### src/rtl/codec_ctrl_responder.sv
// rtl/codec_ctrl_responder.sv - SPI control-port responder with shadow codec register map
module codec_ctrl_responder #(
   parameter int         SYNC_STAGES = 2,
   parameter int         NUM_REGS    = 10,
   parameter logic [6:0] RESET_ADDR  = 7'h0F
) (
   input  logic       clk,
   input  logic       reset_n,
   input  logic       spi_sck,
   input  logic       spi_mosi,
   input  logic       cs,
   input  logic [6:0] rd_addr,
   output logic [8:0] rd_data,
   output logic       wr_stb,
   output logic [6:0] wr_addr,
   output logic [8:0] wr_data,
   output logic       frame_err,
   output logic [7:0] frame_count,
   output logic       active
);

   localparam int         AW     = (NUM_REGS > 1) ? $clog2(NUM_REGS) : 1;
   localparam logic [6:0] NREGS7 = 7'(NUM_REGS);

   typedef enum logic [1:0] {IDLE, SHIFT, COMMIT} state_t;

   state_t state, next_state;

   logic [SYNC_STAGES-1:0] sck_sync, mosi_sync, cs_sync;
   logic [SYNC_STAGES:0]   settle;
   logic                   sck_prev, cs_prev;
   logic                   sck_s, mosi_s, cs_s;
   logic                   sck_rise, cs_fall, settled;
   logic                   fall_pending;
   logic                   start;
   logic [15:0]            shift;
   logic [4:0]             bit_cnt;
   logic [8:0]             regs [NUM_REGS];

   function automatic logic [8:0] reg_default(input int idx);
      case (idx)
         0, 1:    reg_default = 9'h097;
         2, 3:    reg_default = 9'h079;
         4:       reg_default = 9'h00A;
         5:       reg_default = 9'h008;
         6:       reg_default = 9'h09F;
         7:       reg_default = 9'h00A;
         default: reg_default = 9'h000;
      endcase
   endfunction

   assign sck_s    = sck_sync[SYNC_STAGES-1];
   assign mosi_s   = mosi_sync[SYNC_STAGES-1];
   assign cs_s     = cs_sync[SYNC_STAGES-1];
   assign settled  = settle[SYNC_STAGES];
   assign sck_rise = sck_s & ~sck_prev;
   // Falls are ignored until the synchronizers hold real input samples, so a
   // cs already low when reset releases does not look like a new frame.
   assign cs_fall  = settled & cs_prev & ~cs_s;

   // Input synchronizers, edge history and post-reset settle tracker
   always_ff @(posedge clk or negedge reset_n) begin
      if (!reset_n) begin
         sck_sync  <= '0;
         mosi_sync <= '0;
         cs_sync   <= '1;
         settle    <= '0;
         sck_prev  <= 1'b0;
         cs_prev   <= 1'b1;
      end else begin
         sck_sync  <= {sck_sync[SYNC_STAGES-2:0], spi_sck};
         mosi_sync <= {mosi_sync[SYNC_STAGES-2:0], spi_mosi};
         cs_sync   <= {cs_sync[SYNC_STAGES-2:0], cs};
         settle    <= {settle[SYNC_STAGES-1:0], 1'b1};
         sck_prev  <= sck_s;
         cs_prev   <= cs_s;
      end
   end

   // FSM state register
   always_ff @(posedge clk or negedge reset_n) begin
      if (!reset_n) state <= IDLE;
      else          state <= next_state;
   end

   // FSM next state and commit strobes
   always_comb begin
      next_state = state;
      start      = 1'b0;
      wr_stb     = 1'b0;
      frame_err  = 1'b0;
      case (state)
         IDLE: begin
            if (cs_fall || fall_pending) begin
               start      = 1'b1;
               next_state = SHIFT;
            end
         end
         SHIFT: begin
            if (cs_s) next_state = COMMIT;
         end
         COMMIT: begin
            next_state = IDLE;
            if (bit_cnt == 5'd16) wr_stb    = 1'b1;
            else                  frame_err = 1'b1;
         end
         default: next_state = IDLE;
      endcase
   end

   // Remember a cs fall that lands in COMMIT so the next frame still starts
   always_ff @(posedge clk or negedge reset_n) begin
      if (!reset_n)                            fall_pending <= 1'b0;
      else if (state == COMMIT && cs_fall)     fall_pending <= 1'b1;
      else if (state == IDLE)                  fall_pending <= 1'b0;
   end

   // Shift register and saturating bit counter; sck edges coinciding with cs rise are dropped
   always_ff @(posedge clk or negedge reset_n) begin
      if (!reset_n) begin
         shift   <= '0;
         bit_cnt <= '0;
      end else if (start) begin
         shift   <= '0;
         bit_cnt <= '0;
      end else if (state == SHIFT && !cs_s && sck_rise) begin
         shift <= {shift[14:0], mosi_s};
         if (bit_cnt != 5'd17) bit_cnt <= bit_cnt + 5'd1;
      end
   end

   // Last valid frame and frame counter
   always_ff @(posedge clk or negedge reset_n) begin
      if (!reset_n) begin
         wr_addr     <= '0;
         wr_data     <= '0;
         frame_count <= '0;
      end else if (wr_stb) begin
         wr_addr     <= shift[15:9];
         wr_data     <= shift[8:0];
         frame_count <= frame_count + 8'd1;
      end
   end

   // Shadow register map; the reset address takes priority over a mapped write
   always_ff @(posedge clk or negedge reset_n) begin
      if (!reset_n) begin
         for (int i = 0; i < NUM_REGS; i++) regs[i] <= reg_default(i);
      end else if (wr_stb) begin
         if (shift[15:9] == RESET_ADDR) begin
            for (int i = 0; i < NUM_REGS; i++) regs[i] <= reg_default(i);
         end else if (shift[15:9] < NREGS7) begin
            regs[shift[9 +: AW]] <= shift[8:0];
         end
      end
   end

   // Registered readback; unmapped addresses read zero
   always_ff @(posedge clk or negedge reset_n) begin
      if (!reset_n)                rd_data <= '0;
      else if (rd_addr < NREGS7)   rd_data <= regs[rd_addr[AW-1:0]];
      else                         rd_data <= '0;
   end

   generate
      if (NUM_REGS > 9) begin : g_active
         assign active = regs[9][0];
      end else begin : g_no_active
         assign active = 1'b0;
      end
   endgenerate

endmodule

### config.mk
export PLATFORM = sky130hd
export DESIGN_NAME = codec_ctrl_responder
export DESIGN_NICKNAME = d
export VERILOG_FILES = /design/src/rtl/codec_ctrl_responder.sv
export SDC_FILE = /design/constraint.sdc
export NUM_CORES = 1
export LEC_CHECK = 0
export BUFFER_PORTS_ARGS = -buffer_cell sky130_fd_sc_hd__clkbuf_2
export CORE_MARGIN = 1.5
export CORE_UTILIZATION = 35
export DETAILED_ROUTE_END_ITERATION = 8
export PLACE_DENSITY_LB_ADDON = 0.08
export SLEW_MARGIN = 15
export SYNTH_ARGS = -nofsm -noshare
export SYNTH_HDL_FRONTEND = slang
export SYNTH_SLANG_ARGS = --single-unit
### constraint.sdc
create_clock -name clk -period 2.2 [get_ports clk]
set_clock_uncertainty 0.1 [all_clocks]
set_input_delay 0 -clock clk [delete_from_list [all_inputs] [get_ports clk]]
set_output_delay 0 -clock clk [all_outputs]
set_load 0.02 [all_outputs]
==> results.txt <==
----------------------------------------------------
[Status]
  Run status ... complete, but fails checks
  Violated checks ... negative hold slack

[STA]
  Clock period minus final worst setup slack ... 2.12 ns
  Worst-case headroom to the max-slew limit ... 0.644
  Setup-violating endpoint count in the final report ... 0
  FMAX ... between 400 and 500 MHz
  Tightest Pin Transition ... ~0.53 ns
  Setup repair after global routing missed its margin ... no
  Fraction of the cycle the final worst path needs ... 0.966
  Final Max Tran Viols ... 0
  Worst hold slack ... -0.00589 ns
  Total count of hold-check failures in the final report ... 17

[Yosys]
  Yosys warns ... 0
  Xor-xnor portion of the synthesized cell area ... 0.0158
  Simple-gate share of the synthesized area ... 0.157
  Combined area of all synthesized cells ... between 7000 and 8000 µm²
  Fraction of the mapped netlist area in compound gates ... 0.128
  Register bit count reported by yosys ... roughly 160
  Cell count after synthesis ... 651
  Synthesized netlist net count ... roughly 670
  Synthesized-area fraction occupied by adder cells ... 0.00693
  Combinational family with the most area after synthesis ... simple AND/OR/NAND/NOR gates
  Part of the Yosys area used for sequential elements ... 0.553
  Share of cell area taken by muxes after synthesis ... 0.105
  Library cells used by synthesis ... between 50 and 60
  Async set-or-reset flop fraction in the synthesized netlist ... 1.00
  Mean instance size in the synthesized netlist ... approximately 11 µm²
  Post-synth EDFFs ... 0
  Predominant post-synthesis flop cell ... sky130_fd_sc_hd__dfrtp_1

[Worst setup path]
  Worst reg-to-reg path cell count ... 4
  R2r endpoint ... regs[68]
  Ordered list of cells on the worst path ... clkbuf_2 -> or2_2 -> a2111o_1 -> dlygate4sd3_1 -> a21oi_1 -> dlygate4sd3_1
  Crit Path Category ... primary input to flop
  Critical path destination ... rd_data[8]
  Slowest cell on the critical path ... sky130_fd_sc_hd__dlygate4sd3_1
  Startpoint of the worst setup timing path ... rd_addr[1]
  Category of the worst setup path capture point ... flop
  Maximum fanout encountered on the critical timing path ... 12
  Signal arrival time at the worst endpoint ... about 2.4 ns
  Crit path top cell by count ... sky130_fd_sc_hd__dlygate4sd3_1
  Worst path bufs/invs ... 3
  Worst r2r src ... shift[15]
  Slowest cell delay on critical path ... just under 0.6 ns
  Register-to-Register Setup Slack ... approximately 0.10 ns
  Required time at the worst-slack endpoint ... about 2.5 ns
  CP startpoint kind ... primary input
  Worst path top cell family by delay ... buffers and inverters
  Critical path depth in cells ... 6

[Detailed routing]
  Wire per inst ... about 19 µm
  Vias per cell ... between 5 and 6
  Post-detailed-routing wire length ... around 19000 µm
  DRC violations left ... 0
  Number of detailed-route iterations in the first pass ... 6
  DR iter-0 viols ... 255
  Overall via count from detail_route ... 5246
  Post-DRT Antenna Nets ... 0

[Clock tree]
  Clock slew seen by the registers of the worst setup and hold paths ... approximately 0.07 ns
  TritonCTS clock tree ... built
  Clock root buffer ... sky130_fd_sc_hd__clkbuf_16
  Worst-Skew Late Latency ... between 0.4 and 0.5 ns
  Number of H-tree branching levels ... 4
  Number of buffers created by CTS ... 17
  TritonCTS sink count ... 158
  Max clock buf depth ... 2

[GRT]
  Via count of the first global-routing pass ... roughly 5200
  Total congestion overflow ... 0
  Total Routing Usage GR ... 0.187
  Global-route wire length before repair ... 30600 µm
  Number of antenna violations at the first check in global routing ... 0
  Pin count of the biggest net entering global routing ... 63

[Floorplan]
  Starting utilization of the core area ... 0.357
  Boundary pin count ... 48
  Chip Height ... 147 µm
  Std cell rows ... 52
  Core box area ... around 20000 µm²
  Width of the die ... between 100 and 150 µm
  Full die area ... between 20000 and 25000 µm²

[Placed design]
  GP Congestion ... 0.817
  Count of port buffers added during placement ... 47
  Post-DP HPWL ... between 10000 and 15000 µm
  Placed Cells ... approximately 960

[Cells and area]
  Count of non-filler cells in the finished layout ... just over 1000
  Final cell utilization of the core ... 0.433
  Total Nets Final ... 741
  Layout cell share with drive strength beyond 1 ... 0.298
  Syn-to-layout area delta ... 21.3%
  Number of diodes ... 0

[Min path]
  Type of the worst min-delay path ... primary input to asynchronous set/reset pin

[Power]
  Total power per unit cell area ... between 700 and 800 nW/µm²
  Leakage power ... 3.94 nW
  Peak supply drop ... approximately 0.00054 V

[Run]
  Max-capacitance violation count ... 0

----------------------------------------------------
## per-layer routing
layer / track usage / wire, µm / vias to the layer above / part of all wire
li1: - / - / 2460 / -
met5: 0 / 0 / - / 0
met4: 0.0581 / 365 / 0 / 0.019
met3: 0.0406 / 712 / 21 / 0.037
met1: 0.264 / 9110 / 2644 / 0.48
met2: 0.288 / 8960 / 121 / 0.47
## cells in the mapped netlist (all sizes together) (10+ instances only)
cell	n	share of area
nand3	15	0.015
a32o	12	0.017
xnor2	12	0.015
nor2	18	0.0094
nand2b	23	0.020
o22ai	16	0.014
buf	10	0.0078
mux2i	17	0.024
mux2	34	0.053
a21oi	22	0.015
o2bb2ai	24	0.029
dfstp	34	0.12
inv	17	0.0088
o21ai	32	0.022
nor3	16	0.013
nand2	114	0.060
dfrtp	124	0.43
clkbuf	33	0.017
## layout make-up
type | count | area (µm²)
timing repair buffer | 98 | 713
clock buffer | 20 | 447
multi-input combinational | 433 | 3020
sequential | 158 | 4000
clock inverter | 12 | 185
tap | 270 | 338
inverter | 17 | 63.8
fill | 1929 | 11500
## stage by stage
| step | hold slack, ns | power (mW) | TNS, ns | instance area, µm² | worst slack (ns) |
|---|---|---|---|---|---|
| global placement | -0.121 | 3.32 | -0.225 | 7970 | -0.0313 |
| finish | -0.00589 | 6.43 | 0 | 8760 | 0.0755 |
| CTS | 0.00332 | 6.51 | 0 | 8730 | 0.0200 |
| floorplan | -0.396 | 3.16 | 0 | 7230 | 0.00225 |
| global route | 0.0279 | 6.68 | 0 | 8760 | 0.000816 |
| detailed placement | -0.113 | 3.33 | -0.481 | 7970 | -0.0751 |
## cell families (layout without fill, tap and decap cells)
| group | after synthesis | count (layout) |
|---|---|---|
| xor gates and xnor gates | 13 | 13 |
| buffers and inverters | 60 | 147 |
| and+or+nand+nor | 225 | 225 |
| DFF | 158 | 158 |
| muxes | 60 | 60 |
| adders and majority gates | 4 | 4 |
| other | 1 | 1 |
| AOI/OAI and AO/OA | 130 | 130 |
## where the power goes
group          internal [mW]  switching, mW
clock network           1.94           1.20
logic                  0.118          0.205
registers               2.94         0.0250
total                   4.99           1.44
## state kept, by name, indices dropped and copies added (netlist names)
signal and count:
regs 89, shift 16, rd_data 9, wr_data 9
frame_count 8, wr_addr 7, bit_cnt 5, settle 3
cs_sync 2, mosi_sync 2, sck_sync 2, state 2
active 1, cs_prev 1, fall_pending 1, sck_prev 1
## how the worst min path moves through the flow
| stage | slack, ns | to | depth (start not counted) |
|---|---|---|---|
| CTS | 0.003 | rd_data[6] | 2 |
| floorplan | -0.40 | active | 0 |
| detailed placement | -0.11 | rd_data[6] | 1 |
| finish | -0.006 | rd_data[6] | 2 |
| global route | 0.03 | rd_data[3] | 2 |
| global placement | -0.12 | rd_data[6] | 1 |
## worst register-to-register path: stages, from the launching register on
cell	delay, ns
sky130_fd_sc_hd__dfrtp_1	0.41
sky130_fd_sc_hd__or3_1	0.44
sky130_fd_sc_hd__nor3_4	0.32
sky130_fd_sc_hd__and3_1	0.39
sky130_fd_sc_hd__mux2_2	0.38
## repair_timing
item | in CTS | in global routing
hold endpoints to repair | 156 | 0
hold buffers | 10 | 0
pin swaps | 2 | 1
buffers inserted | 1 | 1
setup endpoints to repair | 19 | 34
resized for setup | 6 | 5
## cell usage in the layout, fill, tap and decap left out, types with 10 or more instances in the layout
cell / instances
sky130_fd_sc_hd__nand3_1: 10
sky130_fd_sc_hd__o2bb2ai_1: 24
sky130_fd_sc_hd__clkbuf_16: 17
sky130_fd_sc_hd__mux2i_1: 17
sky130_fd_sc_hd__a21oi_1: 22
sky130_fd_sc_hd__mux2_2: 34
sky130_fd_sc_hd__inv_1: 16
sky130_fd_sc_hd__clkbuf_2: 45
sky130_fd_sc_hd__o21ai_0: 32
sky130_fd_sc_hd__nand2b_1: 23
sky130_fd_sc_hd__a32o_1: 12
sky130_fd_sc_hd__o22ai_1: 16
sky130_fd_sc_hd__nand2_1: 112
sky130_fd_sc_hd__dfrtp_1: 124
sky130_fd_sc_hd__dfstp_2: 34
sky130_fd_sc_hd__nor3_1: 13
sky130_fd_sc_hd__dlygate4sd3_1: 10
sky130_fd_sc_hd__buf_4: 34
sky130_fd_sc_hd__nor2_1: 18
sky130_fd_sc_hd__xnor2_1: 12
No activity file was read; power rests on OpenSTA's default activity.
